[src/rtl/mux8_select_sequencer.sv]
// mux8_select_sequencer: byte-to-serial driver for an external 8:1 bit mux (i/s/y).
// Define SEQ_PARITY_EN to append an even-parity beat after the eighth data bit.
module mux8_select_sequencer #(
   parameter bit LSB_FIRST   = 1'b1,
   parameter int HOLD_CYCLES = 1
) (
   input  logic       clk,
   input  logic       rst_n,
   input  logic       in_valid,
   output logic       in_ready,
   input  logic [7:0] in_data,
   output logic [7:0] mux_i,
   output logic [2:0] mux_s,
   input  logic       mux_y,
   output logic       ser_valid,
   input  logic       ser_ready,
   output logic       ser_bit,
   output logic       ser_last,
   output logic       busy
);

   typedef enum logic [1:0] {
      S_IDLE,
      S_SETTLE,
      S_OUT
`ifdef SEQ_PARITY_EN
      , S_PARITY
`endif
   } state_t;

   localparam logic [3:0] HOLD_CNT = 4'(HOLD_CYCLES);
   localparam logic [2:0] SEL_FIRST = LSB_FIRST ? 3'd0 : 3'd7;
   // Adding 7 in three bits is a decrement; the select never wraps because the 8th beat stops stepping.
   localparam logic [2:0] SEL_STEP  = LSB_FIRST ? 3'd1 : 3'd7;

   state_t     r_state;
   logic [7:0] r_mux_i;
   logic [2:0] r_mux_s;
   logic [3:0] r_cnt;
   logic [2:0] r_beat;
   logic       r_ser_valid;
   logic       r_ser_bit;
   logic       r_ser_last;
`ifdef SEQ_PARITY_EN
   logic       r_parity;
`endif

   logic       w_accept;
   logic       w_take;
   logic       w_last_bit;

   assign w_accept   = in_valid && (r_state == S_IDLE);
   assign w_take     = r_ser_valid && ser_ready;
   assign w_last_bit = (r_beat == 3'd7);

   assign in_ready  = (r_state == S_IDLE);
   assign busy      = (r_state != S_IDLE);
   assign mux_i     = r_mux_i;
   assign mux_s     = r_mux_s;
   assign ser_valid = r_ser_valid;
   assign ser_bit   = r_ser_bit;
   assign ser_last  = r_ser_last;

   // NOTE: all state uses non-blocking assignments so every register sees pre-edge values.
   always_ff @(posedge clk or negedge rst_n) begin
      if (!rst_n) begin
         r_state     <= S_IDLE;
         r_mux_i     <= 8'd0;
         r_mux_s     <= 3'd0;
         r_cnt       <= 4'd0;
         r_beat      <= 3'd0;
         r_ser_valid <= 1'b0;
         r_ser_bit   <= 1'b0;
         r_ser_last  <= 1'b0;
`ifdef SEQ_PARITY_EN
         r_parity    <= 1'b0;
`endif
      end else begin
         case (r_state)
            S_IDLE: begin
               if (w_accept) begin
                  r_mux_i <= in_data;
                  r_mux_s <= SEL_FIRST;
                  r_cnt   <= HOLD_CNT;
                  r_beat  <= 3'd0;
`ifdef SEQ_PARITY_EN
                  r_parity <= 1'b0;
`endif
                  r_state <= S_SETTLE;
               end
            end

            S_SETTLE: begin
               r_cnt <= r_cnt - 4'd1;
               if (r_cnt == 4'd1) begin
                  r_ser_bit   <= mux_y;
                  r_ser_valid <= 1'b1;
`ifdef SEQ_PARITY_EN
                  r_parity    <= r_parity ^ mux_y;
                  r_ser_last  <= 1'b0;
`else
                  r_ser_last  <= w_last_bit;
`endif
                  r_state     <= S_OUT;
               end
            end

            S_OUT: begin
               if (w_take) begin
                  if (!w_last_bit) begin
                     r_ser_valid <= 1'b0;
                     r_ser_last  <= 1'b0;
                     r_mux_s     <= r_mux_s + SEL_STEP;
                     r_cnt       <= HOLD_CNT;
                     r_beat      <= r_beat + 3'd1;
                     r_state     <= S_SETTLE;
                  end else begin
`ifdef SEQ_PARITY_EN
                     r_ser_valid <= 1'b1;
                     r_ser_bit   <= r_parity;
                     r_ser_last  <= 1'b1;
                     r_state     <= S_PARITY;
`else
                     r_ser_valid <= 1'b0;
                     r_ser_last  <= 1'b0;
                     r_state     <= S_IDLE;
`endif
                  end
               end
            end

`ifdef SEQ_PARITY_EN
            S_PARITY: begin
               if (w_take) begin
                  r_ser_valid <= 1'b0;
                  r_ser_last  <= 1'b0;
                  r_state     <= S_IDLE;
               end
            end
`endif

            default: r_state <= S_IDLE;
         endcase
      end
   end

endmodule

[config.mk]
export PLATFORM = sky130hd
export DESIGN_NAME = mux8_select_sequencer
export DESIGN_NICKNAME = d
export VERILOG_FILES = /design/src/rtl/mux8_select_sequencer.sv
export SDC_FILE = /design/constraint.sdc
export NUM_CORES = 1
export LEC_CHECK = 0
export BUFFER_PORTS_ARGS = -buffer_cell sky130_fd_sc_hd__buf_2
export CORE_MARGIN = 3
export CORE_UTILIZATION = 48
export DETAILED_ROUTE_END_ITERATION = 12
export GPL_TIMING_DRIVEN = 0
export MAX_ROUTING_LAYER = met4
export PLACE_DENSITY = 0.73
export SETUP_SLACK_MARGIN = 0.02
export SLEW_MARGIN = 10
export SYNTH_ARGS = -nofsm -noshare
export SYNTH_HDL_FRONTEND = slang
export SYNTH_SLANG_ARGS = --single-unit
[constraint.sdc]
create_clock -name clk -period 2.59 [get_ports clk]
set_input_delay 0.259 -clock clk [delete_from_list [all_inputs] [get_ports clk]]
set_output_delay 0.259 -clock clk [all_outputs]
set_load 0.02 [all_outputs]
# Word-level counts from Yosys, hierarchy flattened
# Cells that the tools add are included.
# totals
ff_bits,23
in_bits,13
# op_classes
addsub,3
n_eq_ne,8
muxes,21
n_reduce_logical,13
# op_table
op,n
3-bit 2-to-1 mux,5
4-bit 2-to-1 mux,3
3-bit one-hot mux with 2 select lines,2
4-bit one-hot mux with 3 select lines,1
4-bit AND reduction,2
"3-bit by 1-bit adder with 3-bit output, second input constant",2
2-bit 2-to-1 mux,3
"2-bit != test, second input constant",3
2-bit one-hot mux with 3 select lines,1
3-bit AND reduction,2
2-bit nonzero test,3
"4-bit by 1-bit equality test with 1-bit output, second input constant",1
1-bit 2-to-1 mux,4
1-bit one-hot mux with 2 select lines,2
2-bit AND reduction,2
"4-bit by 1-bit subtractor with 4-bit output, second input constant",1
"3-bit equality test, second input constant",1
3-bit nonzero test,1
"2-bit by 1-bit equality test with 1-bit output, second input constant",1
"2-bit equality test, second input constant",1
1-bit logical AND,2
2-bit logical NOT,1
"2-bit by 1-bit != test with 1-bit output, second input constant",1

# Logic depth before layout (Yosys ltp)
# Gate-level depths: netlist of run 1.
# depth
ltp_word,4
depth_mapped,5
depth_no_buf,5

# Worst setup path before layout of run 1
# OpenSTA, ideal clock, no wires.
# synth_timing
kind,reg2reg
from,register r_beat[0]
to,register r_cnt[2]
setup_time_ns,0.126
arrival_ns,1.421
t_required_ns,2.464
path_slack_ns,1.043
stages_incl_launch_ff,6
path_buffers,0
path_cell_list,dfrtp_1 ha_1 ha_1 and3b_1 o22ai_1 a221o_1
# synth_via
elab_chain_len,3
# synth_lines
item,line_no,rtl
from (decl),40,logic [2:0] r_beat;
from (signal assigned),115,r_beat <= r_beat + 3'd1;
3-bit equality test,54,assign w_last_bit = (r_beat == 3'd7);
2-bit != test (no line),n/a,
4-bit AND reduction (no line),n/a,
to (signal assigned),94,r_cnt <= r_cnt - 4'd1;
to (decl),39,logic [3:0] r_cnt;
# Every way passes these cells.
# A chain may end at the register's enable or synchronous reset.

# Worst setup path after layout of run 1
# layout_timing
from,register r_beat[0]
to,register r_mux_s[0] (netlist: mux_s[0])
# layout_via
elab_chain_len,3
# layout_lines
item,line_no,rtl
3-bit equality test,54,
2-bit != test (no line),n/a,
4-bit AND reduction (no line),n/a,
to (signal assigned),113,r_mux_s <= r_mux_s + SEL_STEP;
to (decl),38,logic [2:0] r_mux_s;
# Every way passes these cells.

==> results of run 1 <==
[logic make-up (layout without fill, tap and decap cells)]
logic type,count (synthesis),in the layout,share of synthesized area [%]
AO/OA/AOI/OAI,18,18,11.0
buffers and inverters,9,42,3.91
adder cells (fa/ha/maj),5,5,5.29
AND/OR/NAND/NOR,37,37,17.8
flip-flops,23,23,48.6
multiplexers,10,10,11.9
XOR/XNOR,2,2,1.48
[synthesized netlist by cell type, types with 2 or more instances]
| master | n |
|---|---|
| a21oi_1 | 3 |
| a22o_1 | 2 |
| dfrtp_1 | 23 |
| ha_1 | 5 |
| inv_1 | 4 |
| mux2_4 | 8 |
| nand2_1 | 15 |
| nand2b_1 | 4 |
| nand3_1 | 6 |
| nor2_1 | 2 |
| nor3b_1 | 2 |
| o211ai_1 | 3 |
| o21ai_0 | 2 |
| o311ai_0 | 3 |
| xor2_1 | 2 |
[layer usage]
layer	global-route usage [%]	vias up
li1	-	439
met1	22.4	409
met2	22.1	30
met3	3.94	2
met4	6.25	0
met5	-	-
[final cells by class]
class / count / share of cell area [%]
Timing Repair Buffer: 29 / 10.8
Buffer: 4 / 1.97
Multi-Input combinational cell: 72 / 40.3
Inverter: 5 / 1.35
Clock buffer: 4 / 1.88
Tap cell: 28 / 2.51
Sequential cell: 23 / 41.3
[per-stage QoR]
step	std cells	cell area (um2)	hold WS (ns)	setup slack [ns]	utilization, %
6_report	165	1400	0.180	0.846	61.3
5_1_grt	165	1400	0.154	0.695	61.3
3_3_place_gp	160	1360	0.252	0.917	59.7
4_1_cts	165	1400	0.173	0.871	61.3
2_1_floorplan	104	1180	-0.0366	1.04	-
3_5_place_dp	160	1360	0.264	0.897	59.7
[state kept, by name (all words and copies together), names as in the netlist]
signal and flops:
r_beat 3, mux_s 3, mux_i 8, r_state 2, r_cnt 4, ser_last 1, ser_bit 1, ser_valid 1
[path summary, 6_finish.rpt]
check | from | end | slack (ns) | cells after the start
max | r_beat[0] | mux_s[0] | 0.85 | 5
min | mux_y | ser_bit | 0.18 | 2
max reg2reg | r_beat[0] | mux_s[0] | 0.85 | 5
min reg2reg | mux_i[7] | mux_i[7] | 0.52 | 1
max in group asynchronous | rst_n | mux_i[5] | 1.80 | 2
min in group asynchronous | rst_n | mux_i[3] | 0.45 | 2
[timing repair]
| item | 4_1_cts | 5_1_grt |
|---|---|---|
| hold buffers | 1 | 0 |
| hold endpoints to repair | 23 | 0 |
| setup endpoints to repair | 0 | 0 |
| gates resized for setup | 0 | 0 |
[power groups by stage]
stage | Clock (mW) | Combinational [mW] | Sequential [mW]
after floorplan | 0 | 0.00137 | 0.368
after global placement | 0 | 0.0199 | 0.367
after CTS | 0.166 | 0.0219 | 0.360
final | 0.160 | 0.0213 | 0.360
after global routing | 0.189 | 0.0245 | 0.360
after detailed placement | 0 | 0.0208 | 0.367
[layout by cell type, fill, tap and decap left out]
cell           netlist  final
buf_2                1     29
dfrtp_1             23     23
nand2_1             15     15
mux2_4               8      8
nand3_1              6      6
ha_1                 5      5
inv_1                4      4
nand2b_1             4      4
o211ai_1             3      3
o311ai_0             3      3
a21oi_1              3      3
clkbuf_4             0      3
clkbuf_1             1      2
o21ai_0              2      2
nor3b_1              2      2
a22o_1               2      2
xor2_1               2      2
nor2_1               2      2
or2_4                1      1
inv_2                1      1
and2_4               1      1
buf_6                1      1
nor4b_2              1      1
mux2_2               1      1
mux2i_1              1      1
and3b_1              1      1
buf_4                1      1
nand3b_1             1      1
o21bai_1             1      1
o22ai_1              1      1
and3_1               1      1
a221o_1              1      1
nand4b_1             1      1
a22oi_1              1      1
nor4_2               1      1
o21a_1               1      1
dlygate4sd3_1        0      1
==> summary.txt, run 1 <==
Outcome
  – Outcome: finished, final reports clean

CTS
  – Number of setup buffers added after CTS: 0
  – TritonCTS sink count: 23
  – Worst-skew pair later-pin latency: 0.30 ns
  – Clock-pin slew of the registers on the worst-case setup and hold paths: 0.12 ns
  – # H-tree levels: 1
  – Number of clock buffers inserted by TritonCTS: 3
  – Root Buffer: clkbuf_4
  – Maximum count of clock buffers along a single path: 2
  – TritonCTS clock tree: done

Routing
  – Routed metal-1 wirelength: 1140 um
  – Detailed route wirelength on metal3: 154 um
  – Uppermost signal routing layer after detailed routing: met4
  – Number of detailed-route iterations in the first pass: 4
  – Drt initial violations: 24
  – Wire length per cell: 13.5 um
  – Total Wirelength: 2230 um
  – Antenna violation net count after detailed routing: 0
  – Number of remaining DRC errors: 0
  – Vias after detailed routing: 880
  – Average via count per standard cell: 5.33
  – Detail Route met2 WL: 907 um

Timing
  – Worst slew slack as a fraction of its limit: 65.9%
  – Final worst path period share: 67.3%
  – Skew final: 0.00188 ns
  – Crit path time final: 1.74 ns
  – Setup TNS: 0 ns
  – Max-slew violation count: 0
  – Slew at the pin closest to its max-slew limit: 0.511 ns
  – Final setup violation count: 0
  – Hold Violations, Final: 0
  – Achievable Freq: 0.573 GHz
  – Setup repair after global routing missed its margin: false

Pwr
  – Share of power burned in combinational logic: 3.9%
  – Worst supply voltage drop on vdd: 0.000286 V
  – Sw Share: 20.8%
  – Power per unit of standard cell area: 388 nW/um2
  – Switching power summed over all nets: 0.113 mW
  – Leakage dissipation: 0.706 nW
  – Part of the total power dissipated in the clock network: 29.5%
  – Cell-internal power: 0.429 mW
  – Sequential power share: 66.5%
  – Final Total Pwr: 0.541 mW

Die
  – Effective utilization at floorplan: 52.0%
  – Count of pins on the block boundary: 29
  – Row count: 17
  – Die Outline Area: 3100 um2
  – Die extent in y: 55.7 um
  – Width of the chip: 55.7 um
  – Floorplan core area: 2280 um2

Global route
  – Global-route wire length before repair: 3810 um
  – Global route overflow: 0
  – Total routing usage reported by global routing: 16.0%
  – Largest net degree at the start of global routing: 24
  – Number of antenna violations at the first check in global routing: 0
  – Number of global-route vias before repair: 849

Yosys
  – Number of synthesized flops with an enable pin: 0
  – Dominant cell type by area after synthesis: dfrtp_1
  – Part of the Yosys area used for sequential elements: 48.6%
  – Synth Cell Area: 1180 um2
  – Average instance area after synthesis: 11.4 um2
  – Total of flip-flops plus latches after synthesis: 23
  – Top FF cell, synth: dfrtp_1
  – Share of the synthesized area in the top cell type: 48.6%
  – Most area-consuming cells after synthesis: dfrtp_1, mux2_4, ha_1
  – Gate count after technology mapping: 104
  – Total number of yosys warnings: 0
  – Syn nets: 122
  – Unique cell type count in the Yosys netlist: 35
  – Async set or reset register ratio after synthesis: 100%

Critical path
  – Total buffers and inverters traversed by the critical path: 0
  – Maximum cell stage delay along the critical path: 0.43 ns
  – Critical path, cell by cell: ha_1, ha_1, and3b_1, nand2b_1, o311ai_0
  – Kind of cell with the highest combined delay on the critical path: flip-flops
  – Element type at the critical path end: flip-flop
  – Worst Path Max Fanout: 5
  – Arr. time, crit path: 1.92 ns
  – Most Frequent Cell on Critical Path: ha_1
  – Category of the worst setup path launch point: flip-flop
  – Slowest cell on the critical path: dfrtp_1
  – Critical path required time: 2.77 ns
  – Worst setup path class: reg2reg

Worst hold path
  – Type of the most critical hold path: in2reg

Placed design
  – Placed wire-length estimate: 1600 um
  – Port Buf Inserts: 28
  – Gp weighted congestion: 0.767

Cells and area
  – Register cell area after layout: 576 um2
  – Layout cells sized above 1: 35.0%
  – Multi-input gate area in the final layout: 562 um2
  – Final Net Count: 156
  – Number of fill cells in the layout: 178
  – Number of inserted diodes: 0
  – Area growth syn-to-layout: 17.9%

Run
  – # Max-Cap Violations: 0
Power figures use the tool's default switching activity.
==> inputs of run 2 (changes only) <==
clock period = 1.7 ns   (was 2.59 ns; I/O delays follow)
==> summary.txt, run 2 (synthesized netlist as in run 1, its figures left out) <==
Routing
  – Number of remaining DRC errors: 0 (unchanged)
  – Antenna violation net count after detailed routing: 0 (unchanged)
  – Total Wirelength: 2250 um (was 2230 um)
  – Number of detailed-route iterations in the first pass: 4 (unchanged)
  – Drt initial violations: 32 (was 24)
  – Vias after detailed routing: 885 (was 880)
  – Wire length per cell: 13.5 um (about the same)
  – Average via count per standard cell: 5.30 (was 5.33)

Critical path
  – Arr. time, crit path: 1.83 ns (was 1.92 ns)
  – Worst setup path class: reg2reg (unchanged)
  – Reg2Reg Depth: 5 (unchanged)
  – Timing endpoint of the critical path: r_cnt[2] (was mux_s[0])
  – Category of the worst setup path launch point: flip-flop (unchanged)
  – Critical path required time: 1.90 ns (was 2.77 ns)
  – Worst Path Max Fanout: 4 (was 5)
  – Worst reg2reg setup slack: 0.07 ns (was 0.85 ns)
  – Element type at the critical path end: flip-flop (unchanged)
  – Reg-to-reg endpoint: r_cnt[2] (was mux_s[0])
  – Reg-to-reg startpoint: r_beat[0] (unchanged)
  – Critical path origin: r_beat[0] (unchanged)

Cells and area
  – Final cell count without fillers: 167 (was 165)
  – Commonest cells after routing, fill and taps aside: buf_2, dfrtp_1, nand2_1, mux2_4, nand3_1 (unchanged)
  – Area growth syn-to-layout: 20.4% (was 17.9%)
  – Commonest non-fill, non-tap cell in the layout: buf_2 (unchanged)
  – Multi-input gate area in the final layout: 577 um2 (was 562 um2)
  – Register cell area after layout: 576 um2 (unchanged)
  – Largest register FFs: 8 (unchanged)
  – Number of fill cells in the layout: 178 (unchanged)
  – Final Net Count: 158 (was 156)
  – Layout cells sized above 1: 38.1% (was 35.0%)
  – Number of inserted diodes: 0 (unchanged)

CTS
  – Clock-pin slew of the registers on the worst-case setup and hold paths: 0.12 ns (about the same)
  – Number of clock buffers inserted by TritonCTS: 3 (unchanged)
  – TritonCTS clock tree: done (unchanged)
  – Maximum count of clock buffers along a single path: 2 (unchanged)
  – Root Buffer: clkbuf_4 (unchanged)
  – # H-tree levels: 1 (unchanged)
  – TritonCTS sink count: 23 (unchanged)
  – Worst-skew pair later-pin latency: 0.30 ns (about the same)

Die
  – Floorplan core area: 2280 um2 (unchanged)
  – Count of pins on the block boundary: 29 (unchanged)
  – Row count: 17 (unchanged)
  – Die extent in y: 55.7 um (unchanged)
  – Die Outline Area: 3100 um2 (unchanged)
  – Effective utilization at floorplan: 52.0% (unchanged)
  – Width of the chip: 55.7 um (unchanged)

Worst hold path
  – Type of the most critical hold path: in2reg (unchanged)

Timing
  – Final worst path period share: 95.8% (was 67.3%)
  – Max-slew violation count: 0 (unchanged)
  – Hold Violations, Final: 0 (unchanged)
  – Skew final: 0.00432 ns (was 0.00188 ns)
  – Final Worst Setup Slack: 0.0711 ns (was 0.846 ns)
  – Achievable Freq: 0.614 GHz (was 0.573 GHz)
  – Crit path time final: 1.63 ns (was 1.74 ns)
  – Final setup violation count: 0 (unchanged)
  – Setup TNS: 0 ns (unchanged)
  – Tightest hold margin: 0.0904 ns (was 0.180 ns)
  – Slew at the pin closest to its max-slew limit: 0.508 ns (was 0.511 ns)
  – Worst slew slack as a fraction of its limit: 66.1% (was 65.9%)

Global route
  – Number of antenna violations at the first check in global routing: 0 (unchanged)
  – Largest net degree at the start of global routing: 24 (unchanged)
  – Number of global-route vias before repair: 849 (unchanged)
  – Total routing usage reported by global routing: 16.0% (unchanged)
  – Global route overflow: 0 (unchanged)
  – Global-route wire length before repair: 3810 um (unchanged)

Placed design
  – Placed wire-length estimate: 1600 um (unchanged)
  – Number of instances in the placed design: 160 (unchanged)
  – Post-placement worst setup slack: 0.00730 ns (was 0.897 ns)
  – Port Buf Inserts: 28 (unchanged)
  – Gp weighted congestion: 0.767 (unchanged)

Pwr
  – Power per unit of standard cell area: 577 nW/um2 (was 388 nW/um2)
  – Final Total Pwr: 0.823 mW (was 0.541 mW)
  – Leakage dissipation: 0.724 nW (was 0.706 nW)
  – Worst supply voltage drop on vdd: 0.000431 V (was 0.000286 V)

Outcome
  – Outcome: finished, final reports clean (unchanged)

Run
  – # Max-Cap Violations: 0 (unchanged)
run 2: worst min-delay path by stage:
stage | startpoint | end | slack [ns] | depth (start not counted)
3_3_place_gp | rst_n | mux_i[1] | 0.16 | 1
4_1_cts | mux_y | ser_bit | 0.08 | 2
5_1_grt | mux_y | ser_bit | 0.07 | 2
3_5_place_dp | rst_n | mux_i[1] | 0.17 | 1
2_1_floorplan | rst_n | mux_i[0] | -0.13 | 0
6_report | mux_y | ser_bit | 0.09 | 2
run 2: through the flow:
step                      util [%]  cell area [um2]
after floorplan                  -             1180
after global placement        59.7             1360
after detailed placement      59.7             1360
after CTS                     61.6             1400
after global routing          62.6             1430
final                         62.6             1430
run 2: critical path, cell delays in order (launching register included):
cell and delay [ns]:
dfrtp_1 0.40, ha_1 0.21, ha_1 0.22, and3b_2 0.27
o22ai_2 0.12, a221o_1 0.31
run 2: routing by layer:
layer / global-route usage [%] / wire, um / up-vias
met3: 3.94 / 166 / 4
met5: - / 0 / -
met2: 22.1 / 915 / 33
li1: - / - / 442
met4: 6.25 / 29 / 0
met1: 22.4 / 1140 / 406
run 2: cell type report:
class	instances	area share, %
Sequential cell	23	40.4
Inverter	5	1.32
Timing Repair Buffer	31	11.6
Buffer	4	1.93
Tap cell	28	2.46
Clock buffer	4	1.84
Multi-Input combinational cell	72	40.5
run 2: power by group:
| group | internal (mW) | switching [mW] | total, mW |
|---|---|---|---|
| Clock | 0.0914 | 0.150 | 0.241 |
| Sequential | 0.548 | 0.000686 | 0.549 |
| Combinational | 0.0135 | 0.0189 | 0.0324 |
run 2: repair_timing:
| action | CTS | global route |
|---|---|---|
| buffers inserted | 0 | 2 |
| gates resized for setup | 2 | 3 |
| setup endpoints to repair | 2 | 3 |
| hold endpoints to repair | 23 | 0 |
| hold buffers | 1 | 0 |
==> inputs of run 3 (changes only) <==
CORE_ASPECT_RATIO = 0.9   (was not set)
CORE_MARGIN = not set   (was 3)
==> summary.txt, run 3 (synthesized netlist as in run 1, its figures left out) <==
Timing
  – Slew at the pin closest to its max-slew limit: 0.514 ns (was 0.508 ns)
  – Final setup violation count: 0 (unchanged)
  – Max-slew violation count: 0 (unchanged)
  – Worst slew slack as a fraction of its limit: 65.7% (was 66.1%)
  – Achievable Freq: 0.615 GHz (was 0.614 GHz)
  – Final Worst Setup Slack: 0.0736 ns (was 0.0711 ns)
  – Setup TNS: 0 ns (unchanged)
  – Setup repair after global routing missed its margin: false
  – Skew final: 0.00124 ns (was 0.00432 ns)
  – Tightest hold margin: 0.0895 ns (was 0.0904 ns)
  – Hold Violations, Final: 0 (unchanged)
  – Crit path time final: 1.63 ns (about the same)
  – Final worst path period share: 95.7% (was 95.8%)

Routing
  – Wire length per cell: 13.5 um (about the same)
  – Vias after detailed routing: 921 (was 885)
  – Antenna violation net count after detailed routing: 0 (unchanged)
  – Number of remaining DRC errors: 0 (unchanged)
  – Drt initial violations: 24 (was 32)
  – Number of detailed-route iterations in the first pass: 4 (unchanged)
  – Average via count per standard cell: 5.58 (was 5.30)
  – Total Wirelength: 2220 um (was 2250 um)

CTS
  – Maximum count of clock buffers along a single path: 2 (unchanged)
  – # H-tree levels: 1 (unchanged)
  – Root Buffer: clkbuf_4 (unchanged)
  – Number of clock buffers inserted by TritonCTS: 3 (unchanged)
  – Clock-pin slew of the registers on the worst-case setup and hold paths: 0.12 ns (about the same)
  – TritonCTS sink count: 23 (unchanged)
  – TritonCTS clock tree: done (unchanged)
  – Worst-skew pair later-pin latency: 0.30 ns (about the same)

Critical path
  – Arr. time, crit path: 1.83 ns (about the same)
  – Worst Path Max Fanout: 4 (unchanged)
  – Critical path origin: r_beat[0] (unchanged)
  – Reg-to-reg startpoint: r_beat[0] (unchanged)
  – Kind of cell with the highest combined delay on the critical path: flip-flops (was adder cells)
  – Element type at the critical path end: flip-flop (unchanged)
  – Reg2Reg Depth: 5 (unchanged)
  – Worst setup path class: reg2reg (unchanged)
  – Total stage count of the critical path: 5 (unchanged)
  – Slowest cell on the critical path: dfrtp_1 (unchanged)
  – Critical path, cell by cell: ha_1, ha_2, and3b_2, o22ai_2, a221o_1 (was ha_1, ha_1, and3b_2, o22ai_2, a221o_1)
  – Category of the worst setup path launch point: flip-flop (unchanged)
  – Critical path required time: 1.90 ns (about the same)
  – Maximum cell stage delay along the critical path: 0.42 ns (was 0.40 ns)
  – Total buffers and inverters traversed by the critical path: 0 (unchanged)

Placed design
  – Post-placement worst setup slack: -0.00972 ns (was 0.00730 ns)
  – Placed wire-length estimate: 1610 um (was 1600 um)
  – DP Area: 1360 um2 (about the same)
  – Port Buf Inserts: 28 (unchanged)
  – Gp weighted congestion: 0.731 (was 0.767)

Cells and area
  – Commonest cells after routing, fill and taps aside: buf_2, dfrtp_1, nand2_1, mux2_4, nand3_1 (unchanged)
  – Area growth syn-to-layout: 20.2% (was 20.4%)
  – Commonest non-fill, non-tap cell in the layout: buf_2 (unchanged)
  – Final Net Count: 157 (was 158)
  – Largest register FFs: 8 (unchanged)
  – Layout cells sized above 1: 39.9% (was 38.1%)
  – Post-route cell area: 1420 um2 (was 1430 um2)
  – Number of inserted diodes: 0 (unchanged)

Pwr
  – Sw Share: 21.4% (was 20.6%)
  – Power per unit of standard cell area: 581 nW/um2 (was 577 nW/um2)
  – Final Total Pwr: 0.826 mW (was 0.823 mW)
  – Cell-internal power: 0.649 mW (was 0.653 mW)
  – Switching power summed over all nets: 0.177 mW (was 0.170 mW)
  – Sequential power share: 66.4% (was 66.7%)
  – Share of power burned in combinational logic: 4.0% (was 3.9%)
  – Leakage dissipation: 0.719 nW (was 0.724 nW)
  – Worst supply voltage drop on vdd: 0.000553 V (was 0.000431 V)
  – Part of the total power dissipated in the clock network: 29.6% (was 29.4%)

Run
  – # Max-Cap Violations: 0 (unchanged)

Die
  – Count of pins on the block boundary: 29 (unchanged)
  – Die Outline Area: 2670 um2 (was 3100 um2)
  – Effective utilization at floorplan: 52.8% (was 52.0%)
  – Width of the chip: 54.3 um (was 55.7 um)
  – Die extent in y: 49.1 um (was 55.7 um)
  – Floorplan core area: 2240 um2 (was 2280 um2)
  – Row count: 16 (was 17)

Outcome
  – Outcome: finished, final reports clean (unchanged)

Global route
  – Largest net degree at the start of global routing: 24 (unchanged)
  – Global-route wire length before repair: 3500 um (was 3810 um)
  – Global route overflow: 0 (unchanged)
  – Number of antenna violations at the first check in global routing: 0 (unchanged)
  – Total routing usage reported by global routing: 18.4% (was 16.0%)
  – Number of global-route vias before repair: 816 (was 849)

Worst hold path
  – Launch instance of the worst min-delay path: mux_y (unchanged)
  – Cell count of the worst hold path: 2 (unchanged)
  – Type of the most critical hold path: in2reg (unchanged)
## run 3: what timing repair did
| action | CTS | global route |
|---|---|---|
| buffers inserted | 0 | 1 |
| setup endpoints to repair | 3 | 4 |
| hold endpoints to repair | 23 | 0 |
| gates resized for setup | 4 | 3 |
| hold buffers | 1 | 0 |
## run 3: power by group through the flow
| stage | Clock, mW | Combinational [mW] | Sequential [mW] |
|---|---|---|---|
| finish | 0.245 | 0.0328 | 0.549 |
| global route | 0.286 | 0.0373 | 0.549 |
| CTS | 0.260 | 0.0338 | 0.549 |
| detailed placement | 0 | 0.0316 | 0.559 |
| global placement | 0 | 0.0307 | 0.559 |
| floorplan | 0 | 0.00208 | 0.561 |
## run 3: per-stage QoR
step,cells,util (%)
floorplan,104,-
global placement,159,60.5
detailed placement,159,60.5
CTS,164,62.6
global route,165,63.4
finish,165,63.4
## run 3: metal layers
layer / GRT usage, % / wire length (um)
met1: 24.8 / 1040
met2: 27.2 / 997
met3: 6.54 / 165
met4: 2.56 / 15
met5: - / 0
## run 3: cell type report
cell class | count | area (um2)
Buffer | 4 | 27.5
Clock buffer | 3 | 22.5
Clock inverter | 1 | 5.00
Fill cell | 195 | 820
Inverter | 5 | 18.8
Multi-Input combinational cell | 72 | 582
Sequential cell | 23 | 576
Tap cell | 27 | 33.8
Timing Repair Buffer | 30 | 158
## run 3: final timing paths
check | end | slack, ns
max in group asynchronous | mux_s[2] | 1.01
max | r_cnt[2] | 0.07
min reg2reg | mux_i[5] | 0.52
max reg2reg | r_cnt[2] | 0.07
min in group asynchronous | r_beat[0] | 0.35
min | ser_bit | 0.09
## run 3: worst register-to-register path, stage by stage, from the launching register on
cell and delay (ns):
dfrtp_1 0.42, ha_1 0.22, ha_2 0.20, and3b_2 0.28, o22ai_2 0.12, a221o_1 0.30
